File: config.mk
export PLATFORM = sky130hd
export DESIGN_NAME = config_stream_loader
export DESIGN_NICKNAME = d
export VERILOG_FILES = /design/src/rtl/config_stream_loader_pkg.sv /design/src/rtl/config_stream_loader_crc8_update.sv /design/src/rtl/config_stream_loader.sv
export SDC_FILE = /design/constraint.sdc
export NUM_CORES = 1
export LEC_CHECK = 0
export CAP_MARGIN = 0
export CORE_ASPECT_RATIO = 0.9
export CORE_MARGIN = 1
export CORE_UTILIZATION = 49
export CTS_CLUSTER_DIAMETER = 30
export DETAILED_ROUTE_END_ITERATION = 12
export PLACE_DENSITY = 0.75
export SETUP_SLACK_MARGIN = 0.2
export SYNTH_ARGS = -nofsm -noshare
export SYNTH_HDL_FRONTEND = slang
export SYNTH_SLANG_ARGS = --single-unit
File: constraint.sdc
create_clock -name clock -period 1.5 [get_ports clock]
set_clock_uncertainty 0.1 [all_clocks]
set_input_delay 0.225 -clock clock [delete_from_list [all_inputs] [get_ports clock]]
set_output_delay 0.225 -clock clock [all_outputs]
set_load 0.05 [all_outputs]
File: src/rtl/config_stream_loader_pkg.sv
// Shared definitions for the configuration stream loader: image sizing
// helpers (also used where the logic elements are instantiated), the
// loader state encoding and the CRC-8 polynomial.
// Optional build macro CONFIG_LOADER_CRC_EN adds a trailing CRC-8 word.
package config_stream_loader_pkg;

  // CRC-8 polynomial x^8 + x^2 + x + 1 (init value 0x00)
  localparam logic [7:0] CRC8_POLY = 8'h07;

  typedef enum logic [1:0] {
    ST_IDLE   = 2'd0,
    ST_LOAD   = 2'd1,
    ST_CHECK  = 2'd2,
    ST_COMMIT = 2'd3
  } loader_state_e;

  // Config bits per element: LUT truth table (2^width) plus one register-select bit
  function automatic int conf_bits(input int width);
    return (1 << width) + 1;
  endfunction

  // Config bits for a whole column of elements
  function automatic int total_bits(input int width, input int num_elements);
    return num_elements * conf_bits(width);
  endfunction

  // Stream words needed to cover an image, last word possibly padded
  function automatic int num_words(input int bits, input int word_width);
    return (bits + word_width - 1) / word_width;
  endfunction

endpackage

File: src/rtl/config_stream_loader_crc8_update.sv
// Combinational CRC-8 advance over one stream word, bits consumed from the
// MSB down to the LSB. Only instantiated when CONFIG_LOADER_CRC_EN is defined.
module config_crc8_update
  import config_stream_loader_pkg::*;
#(
  parameter int WORD_WIDTH = 8
) (
  input  logic [7:0]            crc_in,
  input  logic [WORD_WIDTH-1:0] word_in,
  output logic [7:0]            crc_out
);

  logic [7:0] crc_work;
  logic       feedback;

  // Shift the word through the CRC one bit at a time, MSB first
  always_comb begin
    // NOTE: every variable gets a value before any branch, so no path leaves one unassigned and no latch is inferred.
    crc_work = crc_in;
    feedback = 1'b0;
    for (int i = WORD_WIDTH - 1; i >= 0; i--) begin
      feedback = crc_work[7] ^ word_in[i];
      crc_work = {crc_work[6:0], 1'b0};
      if (feedback) begin
        crc_work = crc_work ^ CRC8_POLY;
      end
    end
    crc_out = crc_work;
  end

endmodule

File: src/rtl/config_stream_loader.sv
// Configuration stream loader: collects a column's config image word by
// word into a shadow register and commits it to config_out in one cycle,
// so the logic elements never see a half-written image.
// Build macro CONFIG_LOADER_CRC_EN: expect one extra CRC-8 word after the
// data words and reject the image (error=1) on mismatch.
module config_stream_loader
  import config_stream_loader_pkg::*;
#(
  parameter int WIDTH        = 6,
  parameter int NUM_ELEMENTS = 4,
  parameter int WORD_WIDTH   = 8
) (
  input  logic                                       clock,
  input  logic                                       reset,
  input  logic                                       start,
  input  logic [WORD_WIDTH-1:0]                      word_in,
  input  logic                                       word_valid,
  output logic                                       word_ready,
  output logic [total_bits(WIDTH, NUM_ELEMENTS)-1:0] config_out,
  output logic                                       busy,
  output logic                                       done,
  output logic                                       error
);

  localparam int TOTAL_BITS = total_bits(WIDTH, NUM_ELEMENTS);
  localparam int NUM_WORDS  = num_words(TOTAL_BITS, WORD_WIDTH);
  localparam int CNT_W      = $clog2(NUM_WORDS + 1);
  localparam int BIT_W      = $clog2(TOTAL_BITS);

  loader_state_e         state_q, state_d;
  logic [CNT_W-1:0]      cnt_q, cnt_d;
  logic [TOTAL_BITS-1:0] shadow_q, shadow_d;
  logic [TOTAL_BITS-1:0] config_q, config_d;
  logic                  busy_q, busy_d;
  logic                  done_q, done_d;
  int                    bit_idx;

`ifdef CONFIG_LOADER_CRC_EN
  logic [7:0] crc_q, crc_d, crc_next;
  logic       match_q, match_d;
  logic       error_q, error_d;

  config_crc8_update #(
    .WORD_WIDTH(WORD_WIDTH)
  ) u_crc (
    .crc_in (crc_q),
    .word_in(word_in),
    .crc_out(crc_next)
  );
`endif

  // Next-state, shadow fill and commit decisions
  always_comb begin
    state_d    = state_q;
    cnt_d      = cnt_q;
    shadow_d   = shadow_q;
    config_d   = config_q;
    busy_d     = busy_q;
    done_d     = done_q;
    word_ready = 1'b0;
    bit_idx    = 0;
`ifdef CONFIG_LOADER_CRC_EN
    crc_d      = crc_q;
    match_d    = match_q;
    error_d    = error_q;
`endif

    case (state_q)
      ST_IDLE: begin
        if (start) begin
          state_d = ST_LOAD;
          cnt_d   = '0;
          busy_d  = 1'b1;
          done_d  = 1'b0;
`ifdef CONFIG_LOADER_CRC_EN
          crc_d   = '0;
          error_d = 1'b0;
`endif
        end
      end

      ST_LOAD: begin
        word_ready = 1'b1;
        if (word_valid) begin
          // Word k lands LSB first at bit k*WORD_WIDTH; pad bits past the image are dropped
          for (int j = 0; j < WORD_WIDTH; j++) begin
            bit_idx = int'(cnt_q) * WORD_WIDTH + j;
            if (bit_idx < TOTAL_BITS) begin
              shadow_d[BIT_W'(bit_idx)] = word_in[j];
            end
          end
`ifdef CONFIG_LOADER_CRC_EN
          if (cnt_q == CNT_W'(NUM_WORDS)) begin
            // Checksum word: counter stays at NUM_WORDS so it never overflows
            match_d = (word_in[7:0] == crc_q);
            state_d = ST_CHECK;
          end else begin
            crc_d = crc_next;
            cnt_d = cnt_q + 1'b1;
          end
`else
          cnt_d = cnt_q + 1'b1;
          if (cnt_q == CNT_W'(NUM_WORDS - 1)) begin
            state_d = ST_COMMIT;
          end
`endif
        end
      end

      ST_CHECK: begin
`ifdef CONFIG_LOADER_CRC_EN
        if (match_q) begin
          state_d = ST_COMMIT;
        end else begin
          state_d = ST_IDLE;
          error_d = 1'b1;
          busy_d  = 1'b0;
        end
`else
        state_d = ST_IDLE;
`endif
      end

      ST_COMMIT: begin
        config_d = shadow_q;
        done_d   = 1'b1;
        busy_d   = 1'b0;
        state_d  = ST_IDLE;
      end

      default: begin
        state_d = ST_IDLE;
      end
    endcase
  end

  // State and datapath registers with synchronous active-high reset
  always_ff @(posedge clock) begin
    // NOTE: non-blocking assignments here so every flop samples values from before the edge.
    if (reset) begin
      state_q  <= ST_IDLE;
      cnt_q    <= '0;
      // NOTE: the shadow is plain flops, not a RAM, so it takes the reset and an aborted load leaves nothing behind.
      shadow_q <= '0;
      config_q <= '0;
      busy_q   <= 1'b0;
      done_q   <= 1'b0;
`ifdef CONFIG_LOADER_CRC_EN
      crc_q    <= '0;
      match_q  <= 1'b0;
      error_q  <= 1'b0;
`endif
    end else begin
      state_q  <= state_d;
      cnt_q    <= cnt_d;
      shadow_q <= shadow_d;
      config_q <= config_d;
      busy_q   <= busy_d;
      done_q   <= done_d;
`ifdef CONFIG_LOADER_CRC_EN
      crc_q    <= crc_d;
      match_q  <= match_d;
      error_q  <= error_d;
`endif
    end
  end

  assign config_out = config_q;
  assign busy       = busy_q;
  assign done       = done_q;
`ifdef CONFIG_LOADER_CRC_EN
  assign error      = error_q;
`else
  assign error      = 1'b0;
`endif

endmodule

==> impl_metrics.env <==
export IMPL_via_per_inst=5.90
export IMPL_maxCapViolations=0
export IMPL_critPathCaptureType="register"
export IMPL_netlist_instances=2106
export IMPL_critPathRequiredTime_ns=1.86
export IMPL_final_cells=3163
export IMPL_finalHoldViolCount=0
export IMPL_grt_overflow=0
export IMPL_grt_pass1_vias=18000
export IMPL_die_h_um=192
export IMPL_synth_cell_types=44
export IMPL_die_area_mm2=0.0411
export IMPL_start_util_pct=49.9
export IMPL_comb_power_share_pct=3.0
export IMPL_syn_mean_instance_area_um2=9.38
export IMPL_num_vias=18700
export IMPL_synthTopCellsByArea="dfxtp_1 (54%), mux2i_1 (13%), nand2_1 (9.9%)"
export IMPL_power_net_switching_mw=9.12
export IMPL_antenna_found_initial=2
export IMPL_dpl_cell_count=2866
export IMPL_fmax_mhz=564
export IMPL_maxSlewHeadroom_pct=32.7
export IMPL_cp_max_fo=6
export IMPL_fp_dieW_um=214
export IMPL_wl_per_cell_um=25.5
export IMPL_synth_most_common_cell="dfxtp_1"
export IMPL_gp_congestion=0.812
export IMPL_intPower_mw=30.6
export IMPL_cts_tree="built"
export IMPL_max_vdd_ir_drop_mv=1.04
export IMPL_synth_edf_count=0
export IMPL_yosysTopAreaCell="dfxtp_1"
export IMPL_io_buffers=274
export IMPL_synth_top_area_share_pct=53.7
export IMPL_tightest_slew_ns=1.01
export IMPL_syn_num_nets=2120
export IMPL_grt_pass1_wl_mm=101
export IMPL_drc=0
export IMPL_fill_cells=1552
export IMPL_rsz0062_at_grt="true"
export IMPL_grt_max_degree=88
export IMPL_drt_iter0_markers=1898
export IMPL_post_place_ws_ns=-0.451
export IMPL_syn2layout_area_growth_pct=72.7
export IMPL_worstSetupPathType="reg -> reg"
export IMPL_sw_frac_of_total_pct=23.0
export IMPL_clock_sinks=530
export IMPL_clkTransAtPathRegs_ns=0.06
export IMPL_ys_flop_type="dfxtp_1"
export IMPL_crit_arrival_ns=2.13
export IMPL_ys_seq_area_share_pct=53.7
export IMPL_cts_root_buf="clkbuf_16"
export IMPL_core_area_mm2=0.0396
export IMPL_leakagePower_nw=15.0
export IMPL_fin_ws_ns=-0.273
export IMPL_syn_cell_area_mm2=0.0198
export IMPL_ioPinCount=276
export IMPL_wl_mm=80.7
export IMPL_drive_above_1_share_pct=43.4
export IMPL_p_seq_share_pct=35.3
export IMPL_hp_class="in -> reg"
export IMPL_maxSlewViolCount=0
export IMPL_post_route_period_util_pct=118
export IMPL_rows=69
export IMPL_setup_viol_count_final=554
export IMPL_violations="setup timing"
export IMPL_clkLatencyLatePin_ns=0.62
export IMPL_dr_pass1_iters=6
export IMPL_async_flop_share_pct=0
export IMPL_start_kind="register"
export IMPL_htreeDepth=3
export IMPL_ys_seq_elements=530
export IMPL_cts_buffers=99
export IMPL_cts_buffer_depth=3
export IMPL_grt_usage_pct=31.9
export IMPL_post_route_min_period_ns=1.77
export IMPL_fin_nets=2559
export IMPL_p_per_area_mw_per_mm2=1160
export IMPL_yosys_warnings=0
export IMPL_clkPwrFrac_pct=61.6
export IMPL_ant_nets=0
export IMPL_status="complete, but fails checks"
export IMPL_synthTopCellsByCount="dfxtp_1 (530), nand2_1 (523), a21oi_1 (266)"
export IMPL_place_hpwl_mm=37.0
==> registers in the layout, indices dropped and copies added (netlist names) <==
| signal | cells |
|---|---|
| done | 1 |
| busy | 1 |
| config_out | 260 |
| shadow_q | 260 |
| state_q | 2 |
| cnt_q | 6 |
==> layout make-up <==
type | count | area [um^2] | share of cell area [%]
sequential | 530 | 10900 | 32.0
multi-input combinational | 1415 | 10200 | 30.0
antenna | 2 | 5.00 | 0.0147
clock inverter | 74 | 991 | 2.90
tap | 532 | 666 | 1.95
inverter | 3 | 23.8 | 0.0697
clock buffer | 111 | 2640 | 7.75
timing repair buffer | 496 | 8670 | 25.4
==> routing by layer <==
layer  track usage [%]  wire length (um)  share of wire [%]
met4              14.3              4360                5.4
met1              38.5             29900                 37
met3              7.71              7460                9.2
met5                 0                11              0.014
met2              53.8             39000                 48
==> critical path, cell delays in order, from the launching register on <==
cell and delay, ns:
dfxtp_2 0.33, buf_6 0.11, buf_6 0.13, and2_4 0.16
buf_8 0.14, buf_12 0.12, clkbuf_16 0.15, clkbuf_16 0.16
nand2_2 0.11, a21oi_2 0.08
==> worst paths after layout <==
path              cells after the start                        from                      endpoint  slack, ns
setup / recovery                      9     state_q[0]$_SDFFE_PP0P_  config_out[155]$_SDFFE_PP0P_      -0.27
hold reg to reg                       2  shadow_q[139]$_SDFFE_PP0P_  config_out[139]$_SDFFE_PP0P_       0.34
hold / removal                        3                       reset  config_out[161]$_SDFFE_PP0P_      0.006
setup reg to reg                      9     state_q[0]$_SDFFE_PP0P_  config_out[155]$_SDFFE_PP0P_      -0.27
==> stage by stage <==
stage / util (%) / TNS (ns) / power (mW) / hold slack, ns / instance area (um^2)
2_1_floorplan: - / -3.18 / 15.0 / 0.250 / 20400
3_3_place_gp: 67.9 / -85.43 / 15.3 / 0.336 / 26900
3_5_place_dp: 67.9 / -91.41 / 15.4 / 0.339 / 26900
4_1_cts: 80.7 / -32.02 / 39.1 / -0.141 / 32000
5_1_grt: 86.1 / -82.08 / 40.4 / 0.0196 / 34100
6_report: 86.1 / -66.47 / 39.7 / 0.00640 / 34100
==> power by group through the flow <==
stage | logic, mW | registers, mW | clock network [mW]
after detailed placement | 0.943 | 14.4 | 0
after global routing | 1.21 | 14.0 | 25.2
after floorplan | 0.553 | 14.4 | 0
after global placement | 0.929 | 14.4 | 0
after CTS | 1.05 | 14.0 | 24.0
final | 1.20 | 14.0 | 24.5
==> logic make-up (layout without fill, tap and decap cells) <==
logic type                 Yosys count  in the layout  share of synthesized area (%)
adders and majority gates            2              2                          0.127
muxes                              253            253                           12.8
xor gates and xnor gates             1              1                         0.0443
and+or+nand+nor                    878            882                           22.5
AOI/OAI and AO/OA                  276            276                           7.10
other                                1              3                         0.0190
DFF                                530            530                           53.7
buffers and inverters              165            684                           3.70
==> cells in the final DEF, fill, tap and decap left out, drive strengths merged, types with 10 or more instances in the layout <==
cell type,netlist,final
a21oi,266,266
buf,62,465
bufinv,0,19
clkbuf,100,131
clkdlybuf4s50,0,10
clkinv,1,29
clkinvlp,0,10
dfxtp,530,530
inv,2,19
mux2i,253,253
nand2,523,527
nand2b,262,262
nand3,19,19
nand4,23,23
nor2b,13,13
==> repair_timing <==
item | 4_1_cts | 5_1_grt
hold endpoints to repair | 14 | 14
pin swaps | 26 | 144
resized for setup | 260 | 373
setup buffers | 49 | 17
endpoints found under the setup margin | 788 | 788
cloned | 16 | 27
No activity file was read; power rests on OpenSTA's default activity.
